### src/rtl/uart_pkg.sv
// Shared types and helpers for the uart transmit scheduler.
package uart_pkg;

  localparam int UART_DATA_W = 8;

  typedef enum logic [2:0] {
    IDLE,
    LOAD,
    START,
    WAIT,
    GAP
  } uart_sched_state_e;

  // Width needed to hold a frame length of frame_bits*clks_per_bit cycles.
  function automatic int frame_cnt_w(input int frame_bits, input int clks_per_bit);
    return $clog2(frame_bits * clks_per_bit + 1);
  endfunction

endpackage

### src/rtl/rr_arbiter.sv
// Combinational round-robin arbiter: searches req upward from ptr with wrap
// and grants the first requester found. Nothing is granted while en is low.
module rr_arbiter #(
  parameter int N = 4
) (
  input  logic [N-1:0]         req,
  input  logic [$clog2(N)-1:0] ptr,
  input  logic                 en,
  output logic [N-1:0]         gnt,
  output logic [$clog2(N)-1:0] gnt_idx
);

  localparam int IDX_W = $clog2(N);

  logic             found;
  logic [IDX_W-1:0] idx;

  // Priority search starting at ptr; the first hit wins, later hits are ignored.
  always_comb begin
    // NOTE: every output of this block gets a default first, so no path can leave one unassigned and infer a latch.
    gnt     = '0;
    gnt_idx = '0;
    found   = 1'b0;
    idx     = '0;
    if (en) begin
      for (int k = 0; k < N; k++) begin
        idx = IDX_W'((int'(ptr) + k) % N);
        if (!found && req[idx]) begin
          gnt[idx] = 1'b1;
          gnt_idx  = idx;
          found    = 1'b1;
        end
      end
    end
  end

endmodule

### src/rtl/uart_tx_sched.sv
// Round-robin scheduler sharing one uart transmitter among NUM_REQ byte
// producers. Accepts one byte per frame, pulses load then start, and holds
// off further grants for the frame time plus an inter-frame gap.
module uart_tx_sched
  import uart_pkg::*;
#(
  parameter int NUM_REQ      = 4,
  parameter int CLKS_PER_BIT = 16,
  parameter int FRAME_BITS   = 10,
  parameter int GAP_CYCLES   = 2
) (
  input  logic                           clk_i,
  input  logic                           reset_i,
  input  logic [NUM_REQ-1:0]             req_valid_i,
  input  logic [UART_DATA_W*NUM_REQ-1:0] req_data_i,
  output logic [NUM_REQ-1:0]             req_ready_o,
  output logic [UART_DATA_W-1:0]         uart_data_o,
  output logic                           uart_byte_ready_o,
  output logic                           uart_t_byte_o,
  output logic                           busy_o,
  output logic [$clog2(NUM_REQ)-1:0]     grant_id_o
);

  localparam int IDX_W        = $clog2(NUM_REQ);
  localparam int FRAME_CYCLES = FRAME_BITS * CLKS_PER_BIT;
  localparam int CNT_W        = frame_cnt_w(FRAME_BITS, CLKS_PER_BIT);

  localparam logic [CNT_W-1:0] FRAME_LOAD = CNT_W'(FRAME_CYCLES - 1);
  localparam logic [CNT_W-1:0] GAP_LOAD   = CNT_W'((GAP_CYCLES > 0) ? GAP_CYCLES - 1 : 0);

  uart_sched_state_e      state_q, state_d;
  logic [CNT_W-1:0]       cnt_q, cnt_d;
  logic [IDX_W-1:0]       ptr_q, ptr_d;
  logic [UART_DATA_W-1:0] data_q, data_d;
  logic [IDX_W-1:0]       gid_q, gid_d;
  logic                   byte_ready_q, t_byte_q, busy_q;

  logic [NUM_REQ-1:0]     gnt;
  logic [IDX_W-1:0]       gnt_idx;
  logic                   xfer;
  logic [UART_DATA_W-1:0] req_bytes [NUM_REQ];

  for (genvar g = 0; g < NUM_REQ; g++) begin : g_unpack
    assign req_bytes[g] = req_data_i[g*UART_DATA_W +: UART_DATA_W];
  end

  // Arbitration only runs in IDLE, so ready is never offered mid-frame.
  rr_arbiter #(.N(NUM_REQ)) u_arb (
    .req     (req_valid_i),
    .ptr     (ptr_q),
    .en      (state_q == IDLE),
    .gnt     (gnt),
    .gnt_idx (gnt_idx)
  );

  assign req_ready_o = gnt;
  // The arbiter only grants a requester that is valid, so any grant is a transfer.
  assign xfer        = |gnt;

  // Next-state, counter and capture logic for the frame sequencer.
  always_comb begin
    state_d = state_q;
    cnt_d   = cnt_q;
    ptr_d   = ptr_q;
    data_d  = data_q;
    gid_d   = gid_q;
    unique case (state_q)
      IDLE: begin
        if (xfer) begin
          data_d  = req_bytes[gnt_idx];
          gid_d   = gnt_idx;
          ptr_d   = (gnt_idx == IDX_W'(NUM_REQ - 1)) ? '0 : gnt_idx + 1'b1;
          state_d = LOAD;
        end
      end
      LOAD:  state_d = START;
      START: begin
        cnt_d   = FRAME_LOAD;
        state_d = WAIT;
      end
      WAIT: begin
        if (cnt_q == '0) begin
          if (GAP_CYCLES > 0) begin
            cnt_d   = GAP_LOAD;
            state_d = GAP;
          end else begin
            state_d = IDLE;
          end
        end else begin
          cnt_d = cnt_q - 1'b1;
        end
      end
      GAP: begin
        if (cnt_q == '0) state_d = IDLE;
        else             cnt_d   = cnt_q - 1'b1;
      end
      default: state_d = IDLE;
    endcase
  end

  // State, counter, pointer and output registers; strobes decode the next state.
  always_ff @(posedge clk_i or posedge reset_i) begin
    if (reset_i) begin
      state_q      <= IDLE;
      cnt_q        <= '0;
      ptr_q        <= '0;
      data_q       <= '0;
      gid_q        <= '0;
      byte_ready_q <= 1'b0;
      t_byte_q     <= 1'b0;
      busy_q       <= 1'b0;
    end else begin
      // NOTE: non-blocking assignments so every register samples pre-edge values regardless of statement order.
      state_q      <= state_d;
      cnt_q        <= cnt_d;
      ptr_q        <= ptr_d;
      data_q       <= data_d;
      gid_q        <= gid_d;
      byte_ready_q <= (state_d == LOAD);
      t_byte_q     <= (state_d == START);
      busy_q       <= (state_d != IDLE);
    end
  end

  assign uart_data_o       = data_q;
  assign grant_id_o        = gid_q;
  assign uart_byte_ready_o = byte_ready_q;
  assign uart_t_byte_o     = t_byte_q;
  assign busy_o            = busy_q;

endmodule

### config.mk
export PLATFORM = sky130hd
export DESIGN_NAME = uart_tx_sched
export DESIGN_NICKNAME = d
export VERILOG_FILES = /design/src/rtl/uart_pkg.sv /design/src/rtl/rr_arbiter.sv /design/src/rtl/uart_tx_sched.sv
export SDC_FILE = /design/constraint.sdc
export NUM_CORES = 1
export LEC_CHECK = 0
export CAP_MARGIN = 20
export CORE_MARGIN = 2
export CORE_UTILIZATION = 54
export CTS_CLUSTER_SIZE = 14
export DETAILED_ROUTE_END_ITERATION = 10
export PLACE_DENSITY = 0.86
export SLEW_MARGIN = 20
export SYNTH_ARGS = -nofsm -noshare
export SYNTH_HDL_FRONTEND = slang
export SYNTH_SLANG_ARGS = --single-unit
export TNS_END_PERCENT = 20
### constraint.sdc
create_clock -name clk_i -period 5.6 [get_ports clk_i]
set_input_delay 1.12 -clock clk_i [delete_from_list [all_inputs] [get_ports clk_i]]
set_output_delay 1.12 -clock clk_i [all_outputs]
set_load 0.1 [all_outputs]
After elaboration in Yosys (flattened, before gate mapping)
Index checks and enable logic that the tools add are counted.
{"block": "op_classes", "n_mux": 46, "magnitude_cmp": 9, "add_sub_neg": 5, "n_reduce_logical": 17, "n_bitwise": 4, "n_eq_ne": 8}
{"operator": "$mux 4", "count": 8}
{"operator": "$mux 8", "count": 4}
{"operator": "$pmux 8 s3", "count": 1}
{"operator": "$bmux 8 s2", "count": 1}
{"operator": "$pmux 3 s5", "count": 1}
{"operator": "$mux 1", "count": 14}
{"operator": "$lt 2x3->1 const B", "count": 4}
{"operator": "$mux 2", "count": 6}
{"operator": "$or 4x4->4", "count": 3}
{"operator": "$eq 3x2->1 const B", "count": 3}
{"operator": "$mux 3", "count": 3}
{"operator": "$bmux 1 s2", "count": 4}
{"operator": "$demux 1 s2", "count": 4}
{"operator": "$ge 2x1->1 const B", "count": 4}
{"operator": "$logic_not 8->1", "count": 1}
{"operator": "$sub 8x1->8 const B", "count": 1}
{"operator": "$logic_and 1x1->1", "count": 7}
{"operator": "$eq 3x1->1 const B", "count": 2}
{"operator": "$reduce_bool 3->1", "count": 2}
{"operator": "$add 2x1->2 const B", "count": 2}
{"operator": "$add 2x2->2 const B", "count": 2}
{"operator": "$reduce_and 2->1", "count": 2}
{"operator": "$reduce_or 4->1", "count": 1}
{"operator": "$eq 3x3->1 const B", "count": 1}
{"operator": "other kinds (6)", "count": 8}
{"block": "word_totals", "ff_bits": 26, "inputBits": 38}

Longest topological paths before layout
Gate-level depths: netlist of the first run.
{"block": "depth", "word_depth": 20, "mapped_depth": 11, "mapped_depth_nobuf": 8}

Cells and area by module
From an unflattened synthesis of the first run, not the netlist that was laid out.
{"block": "hier_totals", "cells_unflattened": 205, "area_unflattened_um2": 2037.0}
{"module": "uart_tx_sched", "cells_each": 129, "n_inst": 1, "area_per_inst_um2": 1480.2}
{"module": "rr_arbiter", "cells_each": 76, "n_inst": 1, "area_per_inst_um2": 556.8}

Least setup slack after synthesis of the first run
No wires, ideal clock.
{"block": "synth_timing", "path_kind": "input to output", "startpoint": "input req_valid_i[1]", "endpoint": "output req_ready_o[3]", "setup_slack_ns": 0.824, "arrival_ns": 3.656, "cell_stages": 6, "path_cell_list": "clkbuf_1 -> mux4_2 -> nand3b_1 -> a21oi_1 -> a21oi_1 -> a21oi_1"}
{"block": "synth_between", "elab_chain_len": 16}
{"element": "start, declared", "line_no": "uart_tx_sched.sv:14", "rtl": "input logic [NUM_REQ-1:0] req_valid_i,"}
{"element": "$bmux 1 s2", "line_no": "rr_arbiter.sv:28", "rtl": "if (!found && req[idx]) begin"}
{"element": "$mux 1 (implied by the code)", "line_no": "rr_arbiter.sv:28"}
{"element": "$mux 1", "line_no": "rr_arbiter.sv:28"}
{"element": "$mux 1", "line_no": "rr_arbiter.sv:25", "rtl": "if (en) begin"}
{"element": "$logic_not 1->1", "line_no": "rr_arbiter.sv:28"}
{"element": "$logic_and 1x1->1", "line_no": "rr_arbiter.sv:28"}
{"element": "$mux 1", "line_no": "rr_arbiter.sv:28"}
{"element": "$mux 1", "line_no": "rr_arbiter.sv:25"}
{"element": "$logic_not 1->1", "line_no": "rr_arbiter.sv:28"}
{"element": "$logic_and 1x1->1", "line_no": "rr_arbiter.sv:28"}
{"element": "$mux 1", "line_no": "rr_arbiter.sv:28"}
{"element": "$mux 1", "line_no": "rr_arbiter.sv:25"}
{"element": "$logic_not 1->1", "line_no": "rr_arbiter.sv:28"}
{"element": "$logic_and 1x1->1", "line_no": "rr_arbiter.sv:28"}
{"element": "$mux 4 *", "line_no": "rr_arbiter.sv:28"}
{"element": "$mux 4 *", "line_no": "rr_arbiter.sv:25"}
{"element": "end, declared", "line_no": "uart_tx_sched.sv:16", "rtl": "output logic [NUM_REQ-1:0] req_ready_o,"}
Every way passes the cells marked *; elsewhere a longest branch is shown, timed or not. The select of a mux whose other input is x is not followed.

Worst setup path in the final report of the first run
{"block": "layout_timing", "startpoint": "register ptr_q[0]", "endpoint": "output req_ready_o[1]"}
{"block": "layout_between", "elab_chain_len": 16}
{"element": "start, declared", "line_no": "uart_tx_sched.sv:33", "rtl": "logic [IDX_W-1:0] ptr_q, ptr_d;"}
{"element": "start signal, assigned", "line_no": "uart_tx_sched.sv:116", "rtl": "ptr_q <= ptr_d;"}
{"element": "branches (longest 14 deep; another with $lt 2x3->1)"}
{"element": "$mux 4 *", "line_no": "rr_arbiter.sv:28"}
{"element": "$mux 4 *", "line_no": "rr_arbiter.sv:25"}
Mark *: on every way between the ends. The select of a mux whose other input is x is not followed.

==> flow_summary.yaml, run 1 <==
place:
  dpl_cell_area_um2: 2740
  dpl.cell_count: 327
  io_buffer_count: 54
  dpl.hpwl_um: 3740
  gp_congestion: 0.930
worst_setup_path:
  r2r-start: "ptr_q[0]$_DFFE_PP0P_"
  critPathArrivalTime_ps: 3400
  cp_slowest_cell: "dfrtp_1"
  worst-setup-path-type: "flip-flop to output pin"
  critPathCaptureType: "output pin"
  endpoint: "req_ready_o[1]"
  startpoint: "ptr_q[0]$_DFFE_PP0P_"
  r2r_end: "grant_id_o[1]$_DFFE_PP0P_"
  startpoint_type: "flip-flop"
  critPathMaxStageDelay_ps: 680
  ff2ff_setup_slack_ps: 1790
  crit_chain: "inv_1 > ha_1 > mux4_2 > nand3b_1 > a21oi_1 > a21oi_1 > nor2_1 > buf_4"
  required_ps: 4480
  worst-path-max-fanout: 14
  cp_common_cell: "a21oi_1"
  reg2reg_depth: 8
cts:
  ctsHoldBuffers: 0
  post_cts_buffers: 0
  htree_levels: 1
  clock_path_buffers: 2
  numCtsBuffers: 3
  tritoncts: "built"
  cts_resized: 0
  root_buffer: "clkbuf_8"
  clkTransAtPathRegs_ps: 90
  cts_sinks: 26
  insertion_delay_ps: 270
power_and_ir_drop:
  pwr-share-clk_pct: 8.8
  power_leakage_nw: 1.22
  peakVddDrop_mv: 0.343
  power_per_cell_area_nw_per_um2: 483
  p_sw_share_pct: 52.3
  power.switching_w: 0.000712
  combPwrFrac_pct: 64.6
  power.internal_w: 0.000650
  p_seq_share_pct: 26.6
worst_hold_path:
  hold_path.class: "flip-flop to flip-flop"
  min_from: "uart_data_o[7]$_DFFE_PP0P_"
logic_synthesis:
  netlist_top_cells_area: "dfrtp_1, mux2i_1, ha_1"
  ys.flop_type: "dfrtp_1"
  yosysSeqAreaShare_pct: 29.1
  syn_avg_cell_area_um2: 9.31
  synth_top_area_share_pct: 29.1
  syn_nets: 288
  syn_area_um2: 2230
  synth_edf_count: 0
  yosys.area.top_type: "dfrtp_1"
  synthCells: 240
  ys_types: 49
  yosysWarningCount: 0
  synth-seq-cells: 26
  ys_async_sr_fraction_pct: 100
timing:
  final.period_utilization_pct: 80.7
  worst_pin_slew_ps: 1060
  grt_setup_unrepaired: "no"
  setup_violations: 0
  drv_slew: 0
  slew_headroom_pct: 28.9
  clock_skew_ps: 2.60
  tns_ps: 0
  hold_violations: 0
  fin_crit_ps: 4520
  fmax_mhz: 221
  hold_slack_ps: 518
floorplanning:
  rows: 23
  die_h_um: 68.3
  core_area_um2: 4000
  start_util_pct: 55.9
  dieWidth_um: 68.3
  die_area_um2: 4670
  ios: 55
finish:
  diodes: 0
  syn2layout_area_growth_pct: 26.3
  multiInputGateArea_um2: 1460
  drive_gt1_share_pct: 11.7
  fillers: 303
  fin_area_um2: 2820
  seq_area_um2: 651
  fin_cells: 332
  nNetsFinal: 331
global_route:
  antenna_found_initial: 0
  gr-total-overflow: 0
  track_usage_pct: 22.7
  grt_pass1_wl_um: 8050
  grt_pass1_vias: 1788
  grt_max_degree: 27
routing:
  drc: 0
  firstDrtPassIters: 4
  routedWlPerCell_um: 15.5
  ant_nets: 0
  routed_wirelength_um: 5140
  first_iter_violations: 128
  via_per_inst: 5.97
  route.vias.total: 1981
run_status:
  outcome: "completed"
job:
  drv_cap: 0
[flip-flops by register name, indices dropped and copies added (netlist names)]
signal             flops
grant_id_o             2
state_q                3
uart_t_byte_o          1
ptr_q                  2
cnt_q                  8
uart_data_o            8
busy_o                 1
uart_byte_ready_o      1
[critical path: cells and delay by family, from the launching register on]
kind | cells | cell delay [ps]
compound gates | 2 | 310
flops | 1 | 680
buf+inv | 2 | 610
mux | 1 | 640
fa+ha+maj | 1 | 580
simple gates | 2 | 300
[power groups by stage]
stage          Clock [W]  Combinational, W  Sequential, W
3_3_place_gp           0          0.000851       0.000358
3_5_place_dp           0          0.000872       0.000362
2_1_floorplan          0          0.000468       0.000584
5_1_grt         0.000129          0.000939       0.000372
6_report        0.000120          0.000880       0.000362
4_1_cts         0.000123          0.000876       0.000358
[final cells by class]
class / count / area share (%)
Clock buffer: 4 / 1.95
Inverter: 8 / 1.06
Multi-Input combinational cell: 188 / 51.7
Sequential cell: 26 / 23.0
Tap cell: 50 / 2.22
Timing Repair Buffer: 56 / 20.0
[how the worst min path moves through the flow]
stage / endpoint / slack [ps] / depth (start not counted)
6_report: uart_data_o[7]$_DFFE_PP0P_ / 520 / 1
2_1_floorplan: cnt_q[4]$_DFFE_PP0P_ / 490 / 2
5_1_grt: grant_id_o[0]$_DFFE_PP0P_ / 530 / 1
3_5_place_dp: uart_data_o[0]$_DFFE_PP0P_ / 500 / 1
3_3_place_gp: uart_data_o[7]$_DFFE_PP0P_ / 490 / 1
4_1_cts: uart_data_o[7]$_DFFE_PP0P_ / 520 / 1
[per-layer routing]
layer,routed length (um),up-vias,GRT usage [%]
met3,273,6,3.29
met1,2230,938,29.7
met2,2560,68,38.3
met4,74,0,7.75
li1,-,969,-
met5,0,-,0
[through the flow]
stage	total power, W	setup WS, ps	utilization (%)
after global routing	0.00144	871	70.6
after detailed placement	0.00123	1250	68.5
after global placement	0.00121	1340	68.5
after CTS	0.00136	1090	69.9
after floorplan	0.00105	824	-
final	0.00136	1080	70.6
[cells by family (layout without fill, tap and decap cells)]
group                      Yosys count  count (layout)  share of synthesized area [%]
buffers and inverters               26              68                           5.60
xor gates and xnor gates             1               1                          0.392
adders and majority gates           10              10                           5.60
DFF                                 26              26                           29.1
AOI/OAI and AO/OA                   64              64                           19.1
muxes                               47              47                           24.7
and+or+nand+nor                     66              66                           15.5
[Yosys cell counts, drive strengths merged (7+ instances only)]
master / number
a21oi: 20
mux2: 14
ha: 10
nor2b: 7
clkbuf: 14
nor3: 8
nor2: 17
o21ai: 11
dfrtp: 26
inv: 8
mux2i: 30
a31oi: 7
nand2: 11
[layout by cell type, fill, tap and decap left out, types with 4 or more instances in the layout]
| cell type | count |
|---|---|
| dfrtp_1 | 26 |
| inv_1 | 7 |
| a31oi_1 | 6 |
| mux2_4 | 7 |
| nor2_1 | 17 |
| o21ai_0 | 11 |
| mux2_2 | 7 |
| nor3_1 | 7 |
| nand3b_1 | 4 |
| or3_1 | 4 |
| o21a_1 | 4 |
| nor2b_1 | 7 |
| clkbuf_8 | 4 |
| clkdlybuf4s50_1 | 50 |
| mux2i_1 | 30 |
| nand2_1 | 11 |
| ha_1 | 10 |
| a21oi_1 | 20 |
| buf_4 | 5 |
| nand3_1 | 4 |
Note: power is estimated with default switching activity, not from simulation.
==> inputs of run 2 (changes only) <==
- CORE_UTILIZATION: 54 -> 45
- PLACE_DENSITY: 0.86 -> 0.77
- clock period: 5.6 -> 3.6 ns (I/O delays scaled with it)
==> flow_summary.yaml, run 2 (same netlist as run 1, synthesis figures left out) <==
place:
  dpl.cell_count: 350
  dpl.hpwl_um: 3800
  io_buffer_count: 54
  gp_congestion: 0.907
job:
  drv_cap: 0
timing:
  worst_pin_slew_ps: 1020
  hold_violations: 0
  setup_violations: 0
  grt_setup_unrepaired: "no"
  tns_ps: 0
  slew_headroom_pct: 31.8
  hold_slack_ps: 517
  final.period_utilization_pct: 96.4
  fmax_mhz: 288
  fin_crit_ps: 3470
  clock_skew_ps: 10.0
  drv_slew: 0
routing:
  routed_wirelength_um: 5170
  wl_met3_um: 336
  first_iter_violations: 159
  wl_met1_um: 2290
  routedWlPerCell_um: 14.6
  ant_nets: 0
  highest_layer: "met4"
  route.vias.total: 1991
  wl_met2_um: 2480
  firstDrtPassIters: 4
  via_per_inst: 5.62
  drc: 0
power_and_ir_drop:
  p_sw_share_pct: 50.8
  total_power_w: 0.00221
  power_leakage_nw: 1.25
  power_per_cell_area_nw_per_um2: 749
  peakVddDrop_mv: 0.759
  power.switching_w: 0.00112
  pwr-share-clk_pct: 11.2
  combPwrFrac_pct: 64.9
  p_seq_share_pct: 23.9
  power.internal_w: 0.00109
global_route:
  gr-total-overflow: 0
  track_usage_pct: 20.0
  antenna_found_initial: 0
  grt_max_degree: 27
  grt_pass1_vias: 1920
  grt_pass1_wl_um: 8700
worst_setup_path:
  worst-path-max-fanout: 7
  worst-setup-path-type: "input pin to output pin"
  critPathCaptureType: "output pin"
  critPathArrivalTime_ps: 2750
  ff2ff_setup_slack_ps: 560
  required_ps: 2880
  startpoint_type: "input pin"
floorplanning:
  die_h_um: 74.5
  dieWidth_um: 74.5
  ios: 55
  die_area_um2: 5550
  start_util_pct: 47.0
  core_area_um2: 4750
  rows: 25
cts:
  post_cts_buffers: 0
  cts_resized: 0
  root_buffer: "clkbuf_8"
  insertion_delay_ps: 280
  htree_levels: 1
  numCtsBuffers: 3
  ctsHoldBuffers: 0
  cts_sinks: 26
  tritoncts: "built"
  clock_path_buffers: 2
  clkTransAtPathRegs_ps: 90
finish:
  diodes: 0
  fin_cells: 354
  layout_commonest_cell: "clkdlybuf4s50_1"
  syn2layout_area_growth_pct: 31.9
  mostFrequentLayoutCells: "clkdlybuf4s50_1, mux2i_1, dfrtp_1, a21oi_1, nor2_1"
  fin_util_pct: 62.0
  nNetsFinal: 336
  drive_gt1_share_pct: 14.6
run_status:
  outcome: "completed"
worst_hold_path:
  hold_path.class: "flip-flop to flip-flop"
==> run 2: layout make-up <==
class                           instances  area (um2)
Clock inverter                          1        30.0
Inverter                                8        30.0
Timing Repair Buffer                   61         633
Sequential cell                        26         651
Multi-Input combinational cell        188        1480
Clock buffer                            3        41.3
Tap cell                               67        83.8
Fill cell                             390        1810
==> run 2: layer usage <==
metal	global-route usage, %	up-vias
li1	-	984
met1	25.8	924
met2	33.7	77
met3	3.93	6
met4	6.55	0
met5	0	-
==> run 2: per-stage QoR <==
stage	worst slack [ps]	area, um2
2_1_floorplan	-59.9	2250
3_3_place_gp	190	2880
3_5_place_dp	120	2880
4_1_cts	146	2950
5_1_grt	67.7	2950
6_report	131	2950
==> run 2: final timing paths <==
path,end,from,cells past startpoint
setup / recovery,req_ready_o[3],req_valid_i[0],8
hold / removal,grant_id_o[0]$_DFFE_PP0P_,grant_id_o[0]$_DFFE_PP0P_,1
setup reg to reg,uart_data_o[6]$_DFFE_PP0P_,ptr_q[0]$_DFFE_PP0P_,8
hold reg to reg,grant_id_o[0]$_DFFE_PP0P_,grant_id_o[0]$_DFFE_PP0P_,1
max in group asynchronous,ptr_q[0]$_DFFE_PP0P_,reset_i,2
min in group asynchronous,grant_id_o[1]$_DFFE_PP0P_,reset_i,2
==> run 2: worst max-delay path, stage by stage <==
cell	delay, ps
clkdlybuf4s50_1	520
or2_2	350
nor2_1	140
a32oi_1	150
a21oi_1	320
nand2_1	160
a21oi_4	190
buf_12	190
==> run 2: power by group through the flow <==
stage	clock, W	combinational [W]	sequential, W
after floorplan	0	0.000738	0.000909
after global routing	0.000258	0.00155	0.000544
final	0.000247	0.00143	0.000527
after CTS	0.000252	0.00143	0.000523
after global placement	0	0.00141	0.000522
after detailed placement	0	0.00143	0.000525
